File: src/rtl/algo_nrmw_chk_pkg.sv
// Shared definitions for the multi-port memory read/write checker: error bit
// positions and the per-port read pipeline stage record.
package algo_nrmw_chk_pkg;

  localparam int CHK_MAXW = 64;

  // Per-read-port hit vector positions
  localparam int ERR_DATA  = 0;
  localparam int ERR_VLD   = 1;
  localparam int ERR_NPORT = 2;

  // Block-wide hit vector positions
  localparam int ERR_COLL = 0;
  localparam int ERR_ADR  = 1;
  localparam int ERR_NGLB = 2;

  // skip masks the data compare (unwritten location), like rd_derr does
  typedef struct packed {
    logic                vld;
    logic [CHK_MAXW-1:0] data;
    logic                skip;
  } rdStage_t;

  function automatic int idxWidth(input int n);
    return (n > 1) ? $clog2(n) : 1;
  endfunction

endpackage

File: src/rtl/algo_chk_rdpipe.sv
// One read port of the checker: carries the expected {valid, data, skip} for
// DELAY cycles and compares it with what the memory under test returned.
module algo_chk_rdpipe
  import algo_nrmw_chk_pkg::*;
#(
  parameter int WIDTH = 32,
  parameter int DELAY = 2
) (
  input  logic                 clk,
  input  logic                 rst,
  input  logic                 inVld,
  input  logic                 inSkip,
  input  logic [WIDTH-1:0]     inData,
  input  logic [WIDTH-1:0]     rdDout,
  input  logic                 rdVld,
  input  logic                 rdDerr,
  output logic [ERR_NPORT-1:0] hit
);

  rdStage_t stage_p0;
  rdStage_t pipe [DELAY];
  rdStage_t cmp;

  always_comb begin
    stage_p0      = '0;
    stage_p0.vld  = inVld;
    stage_p0.data = CHK_MAXW'(inData);
    stage_p0.skip = inSkip;
  end

  // stage p0 -> p1..pDELAY
  always_ff @(posedge clk or negedge rst) begin
    if (!rst) begin
      for (int k = 0; k < DELAY; k++) pipe[k] <= '0;
    end else begin
      pipe[0] <= stage_p0;
      for (int k = 1; k < DELAY; k++) pipe[k] <= pipe[k-1];
    end
  end

  assign cmp = pipe[DELAY-1];

  // compare stage: result is registered by the parent
  always_comb begin
    hit           = '0;
    hit[ERR_VLD]  = cmp.vld ^ rdVld;
    hit[ERR_DATA] = cmp.vld & rdVld & ~rdDerr & ~cmp.skip &
                    (cmp.data != CHK_MAXW'(rdDout));
  end

endmodule

File: config.mk
export PLATFORM = sky130hd
export DESIGN_NAME = algo_chk_rdpipe
export DESIGN_NICKNAME = d
export VERILOG_FILES = /design/src/rtl/algo_nrmw_chk_pkg.sv /design/src/rtl/algo_chk_rdpipe.sv
export SDC_FILE = /design/constraint.sdc
export NUM_CORES = 1
export LEC_CHECK = 0
export CAP_MARGIN = 20
export CORE_MARGIN = 2
export CORE_UTILIZATION = 39
export CTS_CLUSTER_SIZE = 8
export DETAILED_ROUTE_END_ITERATION = 10
export PLACE_DENSITY = 0.73
export SETUP_SLACK_MARGIN = 0.5
export SLEW_MARGIN = 10
export SYNTH_ARGS = -nofsm -noshare
export SYNTH_HDL_FRONTEND = slang
export SYNTH_SLANG_ARGS = --single-unit
File: constraint.sdc
create_clock -name clk -period 1.09 [get_ports clk]
set_input_delay 0.218 -clock clk [delete_from_list [all_inputs] [get_ports clk]]
set_output_delay 0.218 -clock clk [all_outputs]
set_load 0.02 [all_outputs]
==> impl_metrics.json, run 1 <==
{
  "critPathMaxStageDelay_ns": 0.51,
  "required_ns": 0.87,
  "path_buf_inv": 2,
  "tightestPinTransition_ns": 0.3327,
  "synthTopCellsByArea": "dfrtp_1, xnor2_1, nand4_1",
  "cap_viol_max_count": 0,
  "vias_per_cell": 4.129,
  "crit_path_end_kind": "primary output",
  "drive_gt1_share_pct": 10.45,
  "cts_buffers": 9,
  "setup_violations": 2,
  "fin_crit_sh_pct": 168.7,
  "grt_pass1_vias": 1335,
  "mostFrequentLayoutCells": "dfrtp_1, clkdlybuf4s50_1, xnor2_1",
  "synth_top_area_share_pct": 82.22,
  "yosysWarnings": 0,
  "cp_max_fo": 1,
  "root_buffer": "clkbuf_8",
  "slew_headroom_pct": 77.82,
  "post-route-min-period_ns": 1.839,
  "chipWidth_um": 76.85,
  "nets": 268,
  "syn-cell-area_sq_um": 2069,
  "ir_drop_v": 0.0008930,
  "clock.fmax_mhz": 543.7,
  "grt_max_degree": 69,
  "dp_hpwl_um": 2632,
  "fin_skew_ns": 0.003956,
  "overflow": 0,
  "drtAntennaViolNets": 0,
  "seqCellArea_sq_um": 1702,
  "p_leak_uw": 0.001277,
  "crit_type": "in2out",
  "wirelength_um": 3504,
  "power.total_uw": 5042,
  "cp_slowest_cell": "clkdlybuf4s50_1",
  "fp.coreArea_sq_um": 5107,
  "first_iter_violations": 50,
  "fillers": 411,
  "comb_power_share_pct": 9.2,
  "min_path_type": "in2async",
  "slew_viol_final": 0,
  "status": "complete, but fails checks",
  "critPathLaunchType": "input port",
  "hold_viol_final": 68,
  "seqPwrFrac_pct": 53.5,
  "cts_max_path_buffers": 2,
  "arrival_ns": 1.62,
  "ys_ff_latch": 68,
  "holdWs_ns": -0.07990,
  "antenna_found_initial": 0,
  "syn_area_per_cell_sq_um": 18.15,
  "routabilityCongestion": 0.7362,
  "portBuffers": 71,
  "io_pins": 72,
  "yosysSeqAreaShare_pct": 82.22,
  "syn_nets": 185,
  "start_util_pct": 40.52,
  "cts_max_level": 3,
  "syn_inst": 114,
  "multi_input_area_sq_um": 409.1,
  "path_delay_family": "buffers and inverters",
  "synth_cell_types": 8,
  "power_switching_uw": 962.5,
  "p_per_area_nw_per_um2": 1624,
  "wire_per_inst_um": 12.93,
  "cts_tree": "yes",
  "synthToLayoutAreaGrowth_pct": 50.00,
  "p_sw_share_pct": 19.09,
  "grtUsageTotal_pct": 13.95,
  "rsz0062_at_grt": "yes",
  "cts_setup_buffers": 0,
  "drc": 0,
  "dieArea_sq_um": 5905,
  "routed-via-count": 1119,
  "p_int_uw": 4080,
  "violations": "hold timing, setup timing",
  "crit_chain": "clkdlybuf4s50_1 > xnor2_2 > nand4_1 > nor4_2 > a21oi_1 > buf_2",
  "synth.largest_area_cell": "dfrtp_1",
  "p_clk_share_pct": 37.2,
  "clkTransAtPathRegs_ns": 0.06,
  "tns_ns": -0.9552,
  "clock-sinks": 68,
  "fp.dieH_um": 76.85,
  "firstDrtPassIters": 2,
  "grt_pass1_wl_um": 6106,
  "clk-insertion-delay-late_ns": 0.31,
  "antenna_cells": 0,
  "utilization_pct": 60.78,
  "row_count": 26,
  "fin_ws_ns": -0.7493
}
==> synthesized netlist by cell type <==
library cell	count
dfrtp_1	68
xnor2_1	32
nand4_1	8
nor4_1	2
a21oi_1	1
ha_1	1
nand2_1	1
nor2_1	1
==> registers in the layout, summed over array words and instances (netlist names) <==
signal	flops
cmp	34
pipe	34
==> worst paths after layout <==
| check | from | end | slack (ns) | cells past startpoint |
|---|---|---|---|---|
| setup / recovery | rdDout[17] | hit[0] | -0.75 | 6 |
| hold / removal | rst | pipe[79] | -0.08 | 2 |
| setup reg to reg | pipe[75] | cmp[9] | 0.60 | 0 |
| hold reg to reg | pipe[98] | cmp[32] | 0.35 | 0 |
| max in group asynchronous | rst | cmp[18] | 0.91 | 2 |
| min in group clk | inData[30] | pipe[97] | 0.34 | 1 |
==> cell families (layout without fill, tap and decap cells) <==
logic type | after synthesis | count (layout) | synth area share [%]
AOI/OAI and AO/OA | 1 | 1 | 0.2416
adders and majority gates | 1 | 1 | 0.6045
DFF | 68 | 68 | 82.22
and+or+nand+nor | 12 | 12 | 3.385
buffers and inverters | 0 | 87 | 0
xor gates and xnor gates | 32 | 32 | 13.54
==> layer usage <==
metal  vias to the layer above  global-route usage (%)  part of all wire [%]
li1                        533                       -                     -
met1                       544                   15.37                    37
met2                        36                   23.60                    56
met3                         6                   4.471                   5.7
met4                         0                   8.182                   1.3
met5                         -                       0                     0
==> area by class of cell <==
class,instances,area share [%]
Sequential cell,68,54.82
Timing Repair Buffer,72,23.26
Multi-Input combinational cell,46,13.18
Clock buffer,13,4.796
Tap cell,70,2.821
Clock inverter,2,1.129
==> power by group through the flow <==
| stage | clock [uW] | combinational (uW) | sequential (uW) |
|---|---|---|---|
| 2_1_floorplan | 0 | 126 | 2730 |
| 3_3_place_gp | 0 | 447 | 2740 |
| 3_5_place_dp | 0 | 460 | 2750 |
| 4_1_cts | 1950 | 466 | 2700 |
| 5_1_grt | 2080 | 513 | 2710 |
| 6_report | 1880 | 466 | 2700 |
==> metrics by stage <==
stage          cells  instance area (sq um)  worst slack [ns]  hold WS (ns)
2_1_floorplan    114                   2082           -0.1494      -0.07759
3_3_place_gp     256                   2895            -1.180        0.2482
3_5_place_dp     256                   2895            -1.193        0.2646
4_1_cts          271                   3082           -0.7895      -0.08646
5_1_grt          271                   3104           -0.8601      -0.08557
6_report         271                   3104           -0.7493      -0.07990
==> timing repair <==
item,4_1_cts,5_1_grt
hold endpoints to repair,68,68
endpoints found under the setup margin,2,2
pin swaps,2,2
resized for setup,11,3
(Power assumes the default switching activity.)
==> inputs of run 2 (changes only) <==
CORE_MARGIN = 1   (was 2)
==> run 2 against run 1 <==
  * The run still ends with hold timing, setup timing left
  * Fmax up 2.1%
  * Highest routed layer unchanged
  * Global-route usage is essentially flat
  * Sequential power barely moved
  * Count of clock-buffer cells in the layout shrank 1
  * Final cell count down 0.37%
  * Combinational power shrank 2%
  * Setup slack better by 0.038 ns
  * Die area shrank 5.1%
  * Power fell by 2.4%
  * Critical path type is now reg2out
  * Clock skew is essentially flat
==> impl_metrics.json, run 2 (same netlist as run 1, synthesis figures left out) <==
{
  "overflow": 0,
  "fp.coreArea_sq_um": 5107,
  "post-route-min-period_ns": 1.802,
  "fin_skew_ns": 0.003949,
  "grt_pass1_wl_um": 5250,
  "crit_path_end_kind": "primary output",
  "worstReg2RegStart": "pipe[89]",
  "pre_cts_ws_ns": -1.220,
  "synthToLayoutAreaGrowth_pct": 48.49,
  "chipWidth_um": 74.85,
  "clock-sinks": 68,
  "drive_gt1_share_pct": 10.00,
  "min_path_type": "in2async",
  "portBuffers": 71,
  "clock.fmax_mhz": 555.0,
  "tightestPinTransition_ns": 0.3403,
  "hold_viol_final": 68,
  "root_buffer": "clkbuf_8",
  "p_sw_share_pct": 19.84,
  "critPathLaunchType": "flip-flop",
  "grtUsageTotal_pct": 13.97,
  "fin_ws_ns": -0.7116,
  "reg2reg_setup_slack_ns": 0.60,
  "routabilityCongestion": 0.7170,
  "wirelength_um": 3469,
  "arrival_ns": 1.58,
  "required_ns": 0.87,
  "slew_headroom_pct": 77.31,
  "grt_pass1_vias": 1213,
  "crit_type": "reg2out",
  "status": "complete, but fails checks",
  "p_leak_uw": 0.001261,
  "cap_viol_max_count": 0,
  "antenna_found_initial": 0,
  "clkTransAtPathRegs_ns": 0.06,
  "utilization_pct": 60.17,
  "cts_setup_buffers": 0,
  "cts_tree": "yes",
  "cts_max_path_buffers": 2,
  "p_per_area_nw_per_um2": 1601,
  "comb_power_share_pct": 9.3,
  "fin_crit_sh_pct": 165.3,
  "rsz0062_at_grt": "yes",
  "grt_max_degree": 69,
  "p_clk_share_pct": 35.9,
  "worstRegToRegCells": 0,
  "routed-via-count": 1117,
  "mostFrequentLayoutCells": "dfrtp_1, clkdlybuf4s50_1, xnor2_1",
  "cts_max_level": 3,
  "dp_hpwl_um": 2664,
  "p_int_uw": 3945,
  "nets": 268,
  "dieArea_sq_um": 5602,
  "setup_violations": 2,
  "wire_per_inst_um": 12.85,
  "drc": 0,
  "power_switching_uw": 976.2,
  "start_util_pct": 40.52,
  "drtAntennaViolNets": 0,
  "ir_drop_v": 0.0009161,
  "slew_viol_final": 0,
  "first_iter_violations": 25,
  "r2r_end": "cmp[23]",
  "violations": "hold timing, setup timing",
  "seqPwrFrac_pct": 54.8,
  "antenna_cells": 0,
  "clk-insertion-delay-late_ns": 0.32,
  "holdWs_ns": -0.1023,
  "cts_buffers": 9,
  "row_count": 26,
  "io_pins": 72,
  "cp_max_fo": 1,
  "vias_per_cell": 4.137,
  "fp.dieH_um": 74.85,
  "fillers": 381,
  "firstDrtPassIters": 4
}
[run 2: cell types whose count changed in the layout (fill, tap and decap cells not counted), sizes merged]
cell | previous run | this run
clkinv | 1 | 2
bufinv | 1 | 0
clkbuf | 13 | 12
[run 2: area by class of cell]
cell class                 instances  area, sq um  share of cell area, %
tap                               70        87.58                  2.850
sequential                        68         1702                  55.37
timing repair buffer              72        721.9                  23.49
multi-input combinational         46        386.6                  12.58
clock inverter                     2        10.01                 0.3257
clock buffer                      12        165.2                  5.375
[run 2: worst max-delay path, stage by stage, from the launching register on]
cell and delay, ns:
dfrtp_1 0.37, xnor2_1 0.14, nand4_1 0.15, nor4_2 0.33, a21oi_1 0.10, buf_2 0.17
[run 2: worst max path at each step]
stage                from      to  slack [ns]
2_1_floorplan     cmp[18]  hit[0]       -0.15
3_3_place_gp   rdDout[10]  hit[0]       -1.15
3_5_place_dp   rdDout[25]  hit[0]       -1.22
4_1_cts           cmp[19]  hit[0]       -0.78
5_1_grt           cmp[19]  hit[0]       -0.84
6_report           cmp[6]  hit[0]       -0.71
[run 2: per-stage QoR]
| step | instances | TNS [ns] | area, sq um | total power, uW | hold WS (ns) |
|---|---|---|---|---|---|
| after floorplan | 114 | -0.1494 | 2082 | 2859 | -0.07759 |
| final | 270 | -0.9327 | 3073 | 4921 | -0.1023 |
| after global placement | 256 | -1.808 | 2895 | 3180 | 0.2457 |
| after detailed placement | 256 | -1.873 | 2895 | 3208 | 0.2684 |
| after global routing | 270 | -1.100 | 3073 | 5171 | -0.08603 |
| after CTS | 270 | -1.022 | 3073 | 4988 | -0.08385 |
[run 2: power by group through the flow]
| stage | clock network, uW | logic [uW] | registers [uW] |
|---|---|---|---|
| finish | 1770 | 455 | 2700 |
| global route | 1970 | 497 | 2710 |
| CTS | 1820 | 466 | 2700 |
| detailed placement | 0 | 460 | 2750 |
| global placement | 0 | 443 | 2740 |
| floorplan | 0 | 126 | 2730 |
[run 2: timing repair]
| action | 4_1_cts | 5_1_grt |
|---|---|---|
| hold endpoints to repair | 68 | 68 |
| pin swaps | 2 | 0 |
| setup endpoints to repair | 2 | 2 |
| gates resized for setup | 11 | 0 |
[run 2: layer usage]
layer	GRT usage, %	wire, um	up-vias	share of wire [%]
met5	0	0	-	0
li1	-	-	532	-
met2	24.82	1996	35	58
met3	4.953	180	4	5.2
met1	14.39	1261	546	36
met4	7.547	31	0	0.89
